### src/rtl/fios_mont_seq.sv
`default_nettype none
// ============================================================================
//  Module   : fios_mont_seq
//  Brief    : Word-serial FIOS Montgomery multiplier, res = a*b*R^-1 mod p,
//             R = 2^(W*S), sequenced by an internal FSM (start/done handshake).
//  Revision : 1.0  initial release
// ============================================================================
module fios_mont_seq #(
    parameter int W         = 17,
    parameter int S         = 8,
    parameter int FINAL_SUB = 1
) (
    input  logic             clock_i,
    input  logic             reset_i,
    input  logic             start_i,
    input  logic [S*W-1:0]   a_i,
    input  logic [S*W-1:0]   b_i,
    input  logic [S*W-1:0]   p_i,
    input  logic [W-1:0]     p_prime_0_i,
    output logic             busy_o,
    output logic             done_o,
    output logic [S*W:0]     res_o
);

    localparam int CW = $clog2(S);
    localparam int SW = 2 * W + 2;

    localparam logic [CW-1:0] c_last    = CW'(S - 1);
    localparam logic [2:0]    c_st_idle = 3'd0;
    localparam logic [2:0]    c_st_m    = 3'd1;
    localparam logic [2:0]    c_st_acc  = 3'd2;
    localparam logic [2:0]    c_st_sub  = 3'd3;
    localparam logic [2:0]    c_st_done = 3'd4;

    logic [2:0]     r_state;
    logic [CW-1:0]  r_i;
    logic [CW-1:0]  r_j;
    logic [W-1:0]   r_a_w [0:S-1];
    logic [W-1:0]   r_b_w [0:S-1];
    logic [W-1:0]   r_p_w [0:S-1];
    logic [W-1:0]   r_pp;
    logic [W-1:0]   r_t_lo [0:S-1];
    logic [W-1:0]   r_t_hi;
    logic [W:0]     r_c;
    logic [W-1:0]   r_m;
    logic [W-1:0]   r_d [0:S-1];
    logic           r_borrow;
    logic [S*W:0]   r_res;

    logic [W-1:0]   w_x1;
    logic [W-1:0]   w_y1;
    logic [W-1:0]   w_x2;
    logic [W-1:0]   w_y2;
    logic [2*W-1:0] w_mul1;
    logic [2*W-1:0] w_mul2;
    logic [W-1:0]   w_mlow;
    logic [SW-1:0]  w_sum;
    logic [W+2:0]   w_top;
    logic [W:0]     w_diff;
    logic [W-1:0]   w_t_nxt [0:S-1];
    logic           w_load_res;
    logic [S*W:0]   w_res_next;

    // Two shared multipliers: in M they form m, in ACC they form a*b and m*p.
    always_comb begin
        w_x1   = r_a_w[r_i];
        w_y1   = r_b_w[r_j];
        w_mul1 = (2*W)'(w_x1) * (2*W)'(w_y1);
        w_mlow = r_t_lo[0] + w_mul1[W-1:0];
        w_x2   = (r_state == c_st_m) ? w_mlow : r_m;
        w_y2   = (r_state == c_st_m) ? r_pp   : r_p_w[r_j];
        w_mul2 = (2*W)'(w_x2) * (2*W)'(w_y2);
        w_sum  = SW'(r_t_lo[r_j]) + SW'(w_mul1) + SW'(w_mul2) + SW'(r_c);
        w_top  = (W+3)'(r_t_hi) + (W+3)'(w_sum[SW-1:W]);
        w_diff = {1'b0, r_t_lo[r_j]} - {1'b0, r_p_w[r_j]} - (W+1)'(r_borrow);
    end

    // Accumulator write-back for the current ACC step (shifted down one word).
    always_comb begin
        for (int k = 0; k < S; k++) begin
            w_t_nxt[k] = r_t_lo[k];
            if (r_state == c_st_acc) begin
                if ((r_j != '0) && ((r_j - 1'b1) == CW'(k)))
                    w_t_nxt[k] = w_sum[W-1:0];
                if ((r_j == c_last) && (k == S - 1))
                    w_t_nxt[k] = w_top[W-1:0];
            end
        end
    end

    generate
        if (FINAL_SUB != 0) begin : g_final_sub
            logic w_use_d;
            always_comb begin
                w_load_res = (r_state == c_st_sub) && (r_j == c_last);
                w_use_d    = (r_t_hi != '0) || !w_diff[W];
                w_res_next = '0;
                for (int k = 0; k < S; k++) begin
                    if (w_use_d)
                        w_res_next[k*W +: W] = (k == S - 1) ? w_diff[W-1:0] : r_d[k];
                    else
                        w_res_next[k*W +: W] = r_t_lo[k];
                end
            end
        end else begin : g_no_sub
            always_comb begin
                w_load_res = (r_state == c_st_acc) && (r_i == c_last) && (r_j == c_last);
                w_res_next = '0;
                w_res_next[S*W] = w_top[W];
                for (int k = 0; k < S; k++)
                    w_res_next[k*W +: W] = w_t_nxt[k];
            end
        end
    endgenerate

    always_ff @(posedge clock_i) begin
        if (reset_i) begin
            r_state  <= c_st_idle;
            r_i      <= '0;
            r_j      <= '0;
            r_pp     <= '0;
            r_t_hi   <= '0;
            r_c      <= '0;
            r_m      <= '0;
            r_borrow <= 1'b0;
            r_res    <= '0;
            for (int k = 0; k < S; k++) begin
                r_a_w[k]  <= '0;
                r_b_w[k]  <= '0;
                r_p_w[k]  <= '0;
                r_t_lo[k] <= '0;
                r_d[k]    <= '0;
            end
        end else begin
            case (r_state)
                c_st_idle: begin
                    if (start_i) begin
                        for (int k = 0; k < S; k++) begin
                            r_a_w[k]  <= a_i[k*W +: W];
                            r_b_w[k]  <= b_i[k*W +: W];
                            r_p_w[k]  <= p_i[k*W +: W];
                            r_t_lo[k] <= '0;
                        end
                        r_pp    <= p_prime_0_i;
                        r_t_hi  <= '0;
                        r_i     <= '0;
                        r_j     <= '0;
                        r_state <= c_st_m;
                    end
                end
                c_st_m: begin
                    r_m     <= w_mul2[W-1:0];
                    r_c     <= '0;
                    r_j     <= '0;
                    r_state <= c_st_acc;
                end
                c_st_acc: begin
                    r_c <= w_sum[2*W:W];
                    for (int k = 0; k < S; k++)
                        r_t_lo[k] <= w_t_nxt[k];
                    if (r_j == c_last) begin
                        r_t_hi <= W'(w_top[W+2:W]);
                        r_j    <= '0;
                        if (r_i != c_last) begin
                            r_i     <= r_i + 1'b1;
                            r_state <= c_st_m;
                        end else begin
                            r_borrow <= 1'b0;
                            r_state  <= (FINAL_SUB != 0) ? c_st_sub : c_st_done;
                        end
                    end else begin
                        r_j <= r_j + 1'b1;
                    end
                end
                c_st_sub: begin
                    r_d[r_j] <= w_diff[W-1:0];
                    r_borrow <= w_diff[W];
                    if (r_j == c_last) begin
                        r_j     <= '0;
                        r_state <= c_st_done;
                    end else begin
                        r_j <= r_j + 1'b1;
                    end
                end
                c_st_done: begin
                    r_state <= c_st_idle;
                end
                default: begin
                    r_state <= c_st_idle;
                end
            endcase
            if (w_load_res)
                r_res <= w_res_next;
        end
    end

    assign busy_o = (r_state != c_st_idle);
    assign done_o = (r_state == c_st_done);
    assign res_o  = r_res;

endmodule
`default_nettype wire
### config.mk
export PLATFORM = sky130hd
export DESIGN_NAME = fios_mont_seq
export DESIGN_NICKNAME = d
export VERILOG_FILES = /design/src/rtl/fios_mont_seq.sv
export SDC_FILE = /design/constraint.sdc
export NUM_CORES = 2
export LEC_CHECK = 0
export CORE_MARGIN = 10
export CORE_UTILIZATION = 29
export DETAILED_ROUTE_END_ITERATION = 10
export GPL_ROUTABILITY_DRIVEN = 0
export PLACE_DENSITY_LB_ADDON = 0.15
export SLEW_MARGIN = 20
export SYNTH_ARGS = -nofsm -noshare
export SYNTH_HDL_FRONTEND = slang
export SYNTH_SLANG_ARGS = --single-unit
### constraint.sdc
create_clock -name clock_i -period 16.2 [get_ports clock_i]
set_input_delay 3.24 -clock clock_i [delete_from_list [all_inputs] [get_ports clock_i]]
set_output_delay 3.24 -clock clock_i [all_outputs]
set_load 0.02 [all_outputs]
# Word level (Yosys, flattened, before mapping)
# Memories as Yosys holds them, arrays and structs flattened. A register that Yosys moved wholly into a read port is not among the register bits.
# Index checks and enable logic that the tools add are counted.
# totals
ff_bits,215
ramBits,680
inputBits,428
out_inout_bits,139
elab_cells,220
mem_count,5
# classes
addsub,10
mul,2
eq_ne,18
mux,108
n_bitwise,40
n_reduce_logical,28
# memory_table
memory,words,word_bits,read_ports,rd_ports_with_merged_regs,write_ports,line,source
r_a_w,8,17,1,1,8,38,logic [W-1:0] r_a_w [0:S-1];
r_b_w,8,17,1,1,8,39,logic [W-1:0] r_b_w [0:S-1];
r_d,8,17,7,0,8,46,logic [W-1:0] r_d [0:S-1];
r_p_w,8,17,1,1,8,40,logic [W-1:0] r_p_w [0:S-1];
r_t_lo,8,17,9,1,8,42,logic [W-1:0] r_t_lo [0:S-1];
# ops
op,count
17-bit two-way mux,70
17-bit by 17-bit multiplier with 34-bit output,2
3-bit two-way mux,16
1-bit OR,40
35-bit by 34-bit adder with 36-bit output,1
36-bit by 18-bit adder with 36-bit output,1
18-bit case mux with 2 select lines,1
17-bit by 34-bit adder with 35-bit output,1
17-bit case mux with 2 select lines,1
17-bit by 19-bit adder with 20-bit output,1
"3-bit == test, second input constant",6
17-bit by 17-bit subtractor with 18-bit output,1
18-bit by 1-bit subtractor with 18-bit output,1
17-bit adder,1
17-bit nonzero test,1
17-bit OR reduction,1
1-bit two-way mux,15
"3-bit by 2-bit == test with 1-bit output, second input constant",4
3-bit case mux with 4 select lines,1
1-bit logical AND,9
3-bit case mux with 3 select lines,1
3-bit AND reduction,3
3-bit nonzero test,3
"3-bit by 1-bit adder with 3-bit output, second input constant",2
15 further kinds,23

# Logic depth before layout (Yosys ltp)
# logic_depth
ltp_word,10
ltp_mapped,69
ltp_nobuf,65

# Least setup slack after synthesis
# OpenSTA, ideal clock, no wires.
# synth_path
kind,reg-to-reg
from,reg (tool-made name)
to,mem r_t_lo[7][16] (data pin)
setup_ns,0.273
arrival_time_ns,16.277
required_ns,15.927
slack_ns,-0.350
stages_incl_launch_ff,62
path_buffers,7
period_less_slack_ns,16.550
path_cell_list,dfxtp_1 > buf_2 > buf_2 > buf_2 > clkbuf_1 > mux4_2 > mux2i_1 > nor2_1 > fa_1 > inv_1 > fa_1 > fa_1 > inv_1 > fa_1 > inv_1 > fa_1 > fa_1 > inv_1 > [26 not listed] > a211oi_1 > or4_1 > nand3_1 > xor2_1 > ha_1 > ha_1 > ha_1 > clkbuf_1 > a21o_1 > a21o_1 > a21oi_1 > nor3b_1 > a31oi_1 > xor2_1 > o2111ai_1 > nor4_1 > xnor2_1 > a21oi_1
# synth_rtl
element,line
to (decl),42

==> impl_metrics.sql <==
INSERT INTO impl_metrics (metric_group, metric, value, unit) VALUES
('yosys', 'postSynthCellCount', '5608', ''),
('yosys', 'synthesized_flop_and_latch_total', '870', ''),
('timing', 'finalMaxSlewViolations', '0', ''),
('worst_setup_path', 'cp.arrival', '16.31', 'ns'),
('timing', 'final.setup_skew', '0.03272', 'ns'),
('clock_network', 'clock_sinks', '870', ''),
('timing', 'clock.fmax', '63.81', 'MHz'),
('global_route', 'globalRouteTotalUtil', '0.1920', ''),
('layout', 'register_area', '23900', 'sq um'),
('global_route', 'grt_overflow', '0', ''),
('global_route', 'grt_max_degree', '218', ''),
('clock_network', 'numCtsBuffers', '101', ''),
('power', 'vdd_ir_drop_max', '0.0005316', 'V'),
('timing', 'timing.final.crit_period', '15.67', 'ns'),
('yosys', 'yosysWarnings', '0', ''),
('routing', 'drt_first_pass_iters', '6', ''),
('layout', 'final.fill_count', '20850', ''),
('routing', 'ant_nets', '0', ''),
('clock_network', 'cts.htree.levels', '3', ''),
('global_route', 'grt_pass1_wl', '325700', 'um'),
('clock_network', 'worstSkewPairLatency', '0.77', 'ns'),
('power', 'leakage', '0.02991', 'uW'),
('placed_design', 'hpwl', '177100', 'um'),
('worst_setup_path', 'startpoint_type', 'flop', ''),
('layout', 'utilization', '0.3586', ''),
('yosys', 'syn_area_per_cell', '10.76', 'sq um'),
('placed_design', 'port_buffers', '565', ''),
('timing', 'period_utilization', '0.9675', ''),
('routing', 'drc', '0', ''),
('outcome', 'run_status', 'finished, final reports clean', ''),
('layout', 'layout-drive-gt1-share', '0.1108', ''),
('layout', 'nets', '7515', ''),
('worst_setup_path', 'worstPathMaxFanout', '13', ''),
('timing', 'post_route_setup_tns', '0', 'ns'),
('clock_network', 'tritoncts', 'built', ''),
('die', 'floorplan.die.height', '476.3', 'um'),
('layout', 'multi_input_comb_area', '33450', 'sq um'),
('clock_network', 'clk_pin_slew_worst_paths', '0.06', 'ns'),
('routing', 'detail_route.wirelength', '224600', 'um'),
('die', 'placement_rows', '167', ''),
('timing', 'hold_violations', '0', ''),
('worst_setup_path', 'worst_path_dominant_cell_family', 'adder cells', ''),
('timing', 'setup_viol', '0', ''),
('global_route', 'grt_antenna_before_repair', '40', ''),
('yosys', 'synth.yosys.seq_area_share', '0.3956', ''),
('yosys', 'number_of_nets_produced_by_synthesis', '6866', ''),
('power', 'fin_total_pwr', '16530', 'uW'),
('global_route', 'first_global_vias', '46190', ''),
('routing', 'post_drt_wl_per_cell', '24.56', 'um'),
('yosys', 'syn-cell-area', '60370', 'sq um'),
('clock_network', 'cts.root.buffer_cell', 'sky130_fd_sc_hd__clkbuf_16', ''),
('worst_setup_path', 'crit_path_max_incr_delay', '0.59', 'ns'),
('die', 'die_w', '476.3', 'um'),
('die', 'top_level_ports', '567', ''),
('worst_setup_path', 'criticalPathCategory', 'flop to flop', ''),
('routing', 'initialDrtViolationCount', '3192', ''),
('timing', 'timing.max_slew.rel_slack', '0.1695', ''),
('clock_network', 'ctsLongestPathBuffers', '3', ''),
('worst_hold_path', 'hold_path.class', 'flop to flop', ''),
('die', 'starting_density', '0.2915', ''),
('power', 'power.density_cell_area', '222.6', 'nW/um^2'),
('layout', 'syn2layout_area_growth', '23.00', '%'),
('worst_setup_path', 'critPathRequiredTime', '16.84', 'ns'),
('die', 'die-area', '226800', 'sq um'),
('timing', 'tightest_slew', '1.245', 'ns'),
('worst_setup_path', 'worstSetupEndpointType', 'flop', ''),
('worst_setup_path', 'worstPathBufferInverterCount', '15', ''),
('worst_setup_path', 'cp_slowest_cell', 'sky130_fd_sc_hd__fa_1', ''),
('worst_setup_path', 'critPathMostFrequentCell', 'sky130_fd_sc_hd__fa_1', ''),
('die', 'floorplan.core_area', '207100', 'sq um'),
('flow_run', 'max_cap_viols', '0', ''),
('routing', 'vias', '44010', ''),
('yosys', 'synth_edf_count', '646', ''),
('yosys', 'yosysUniqueCellTypes', '79', ''),
('yosys', 'ys_async_sr_fraction', '0', ''),
('routing', 'viasPerCell', '4.813', ''),
('yosys', 'synth-main-ff-cell', 'sky130_fd_sc_hd__edfxtp_1', '');
## layout make-up
class,count,area share
clock buffers,141,0.03702
clock inverters,50,0.006050
well taps,2788,0.04698
inverters,674,0.03417
multi-input cells,3794,0.4504
flip-flops and latches,870,0.3219
diodes,11,0.0003707
repair buffers,816,0.1031
## cells in the final DEF (no fill, tap or decap), types with 21 or more instances in the layout
cell,instances
sky130_fd_sc_hd__nand2b_1,48
sky130_fd_sc_hd__xnor2_1,68
sky130_fd_sc_hd__ha_1,332
sky130_fd_sc_hd__edfxtp_1,646
sky130_fd_sc_hd__a22oi_1,32
sky130_fd_sc_hd__a21oi_1,127
sky130_fd_sc_hd__a21o_1,52
sky130_fd_sc_hd__nand3_1,28
sky130_fd_sc_hd__o21a_1,25
sky130_fd_sc_hd__nor2b_1,140
sky130_fd_sc_hd__nor2_1,616
sky130_fd_sc_hd__a22o_1,35
sky130_fd_sc_hd__o21bai_1,21
sky130_fd_sc_hd__a311oi_1,123
sky130_fd_sc_hd__mux2i_1,37
sky130_fd_sc_hd__a211oi_1,23
sky130_fd_sc_hd__mux4_2,136
sky130_fd_sc_hd__o21ai_0,65
sky130_fd_sc_hd__clkbuf_1,34
sky130_fd_sc_hd__dfxtp_1,218
sky130_fd_sc_hd__mux2_2,37
sky130_fd_sc_hd__and2_1,355
sky130_fd_sc_hd__nand2_1,643
sky130_fd_sc_hd__inv_1,671
sky130_fd_sc_hd__buf_4,238
sky130_fd_sc_hd__xor2_1,40
sky130_fd_sc_hd__clkdlybuf4s50_1,564
sky130_fd_sc_hd__fa_1,488
sky130_fd_sc_hd__nor3_1,51
sky130_fd_sc_hd__clkbuf_16,102
## layer usage
metal | global-route usage | share of wire | vias to the layer above
met3 | 0.04314 | 0.066 | 320
met2 | 0.3173 | 0.47 | 1381
met4 | 0.04911 | 0.027 | 46
met5 | 0 | 0.0014 | -
met1 | 0.2539 | 0.44 | 22100
li1 | - | - | 20160
## metrics by stage
step / hold WS [ns] / setup slack [ns] / instance area, sq um / instances
floorplan: 0.4250 / 0.03537 / 60390 / 5608
global route: 0.4910 / -0.05511 / 74220 / 9134
detailed placement: 0.4502 / 0.02453 / 70410 / 8913
finish: 0.4646 / 0.5273 / 74250 / 9144
global placement: 0.4426 / 0.1090 / 70400 / 8913
CTS: 0.4652 / 0.02061 / 73630 / 9104
## final timing paths
path | from | end | slack (ns) | depth (start not counted)
setup / recovery | flop | r_t_hi[0] | 0.53 | 66
hold / removal | r_c[10] | r_c[10] | 0.46 | 2
setup reg to reg | flop | r_t_hi[0] | 0.53 | 66
hold reg to reg | r_c[10] | r_c[10] | 0.46 | 2
## synth_stat cells (all sizes together), types with 7 or more instances
| cell type | count | share of area |
|---|---|---|
| fa | 488 | 0.16 |
| or2 | 11 | 0.0011 |
| a32o | 10 | 0.0017 |
| ha | 342 | 0.071 |
| o211ai | 9 | 0.0012 |
| nand3 | 29 | 0.0024 |
| and2 | 356 | 0.037 |
| a31o | 7 | 0.0010 |
| mux2i | 51 | 0.0085 |
| a311oi | 124 | 0.018 |
| o21bai | 22 | 0.0027 |
| edfxtp | 646 | 0.32 |
| dfxtp | 224 | 0.074 |
| nor2 | 623 | 0.039 |
| nand2b | 48 | 0.0050 |
| a211oi | 26 | 0.0033 |
| mux4 | 136 | 0.051 |
| o21a | 25 | 0.0031 |
| xnor2 | 75 | 0.011 |
| and3 | 15 | 0.0016 |
| mux2 | 44 | 0.0083 |
| a22oi | 32 | 0.0040 |
| nor2b | 142 | 0.015 |
| buf | 54 | 0.0042 |
| nor3 | 56 | 0.0047 |
| o31ai | 7 | 0.00087 |
| a32oi | 8 | 0.0012 |
| a41oi | 7 | 0.0011 |
| clkbuf | 216 | 0.013 |
| a21boi | 8 | 0.00099 |
| a21o | 52 | 0.0065 |
| a22o | 35 | 0.0051 |
| xor2 | 51 | 0.0074 |
| inv | 674 | 0.042 |
| nand2 | 643 | 0.040 |
| a31oi | 9 | 0.00093 |
| a21oi | 138 | 0.012 |
| or3 | 13 | 0.0013 |
| nand4 | 11 | 0.0011 |
| o21ai | 89 | 0.0074 |
## state kept, by name (all words and copies together), names as in the netlist, named ones only
signal	flops
r_j	3
r_p_w	136
r_c	18
r_t_lo	136
res_o	136
r_a_w	136
r_i	3
r_t_hi	3
r_borrow	1
r_state	3
r_pp	17
r_b_w	136
r_m	17
r_d	119
## timing repair
item | in CTS | in global routing
pin swaps | 0 | 25
setup endpoints to repair | 4 | 23
resized for setup | 3 | 84
hold buffers | 0 | 0
hold endpoints to repair | 0 | 0
setup buffers | 0 | 29
## tightest hold or removal path: stages (launching register included)
cell and delay (ns):
sky130_fd_sc_hd__dfxtp_1 0.32, sky130_fd_sc_hd__nand2_1 0.04, sky130_fd_sc_hd__o21ai_0 0.06
## logic make-up (layout without fill, tap and decap cells)
logic type	count (synthesis)	after routing	share of synthesized area
AO/OA/AOI/OAI	636	636	0.07555
buffers and inverters	944	1681	0.05951
multiplexers	231	231	0.06746
other	1	12	0.00006212
flip-flops	870	870	0.3956
adder cells (fa/ha/maj)	830	830	0.2327
AND/OR/NAND/NOR	1970	1970	0.1508
XOR/XNOR	126	126	0.01828
## report_power, final
group / leakage [uW] / switching (uW) / internal (uW)
Sequential: 0.00872 / 146 / 2650
Clock: 0.00156 / 992 / 1250
Combinational: 0.0196 / 6880 / 4600
Total: 0.0299 / 8020 / 8510
No activity file was read; power rests on OpenSTA's default activity.
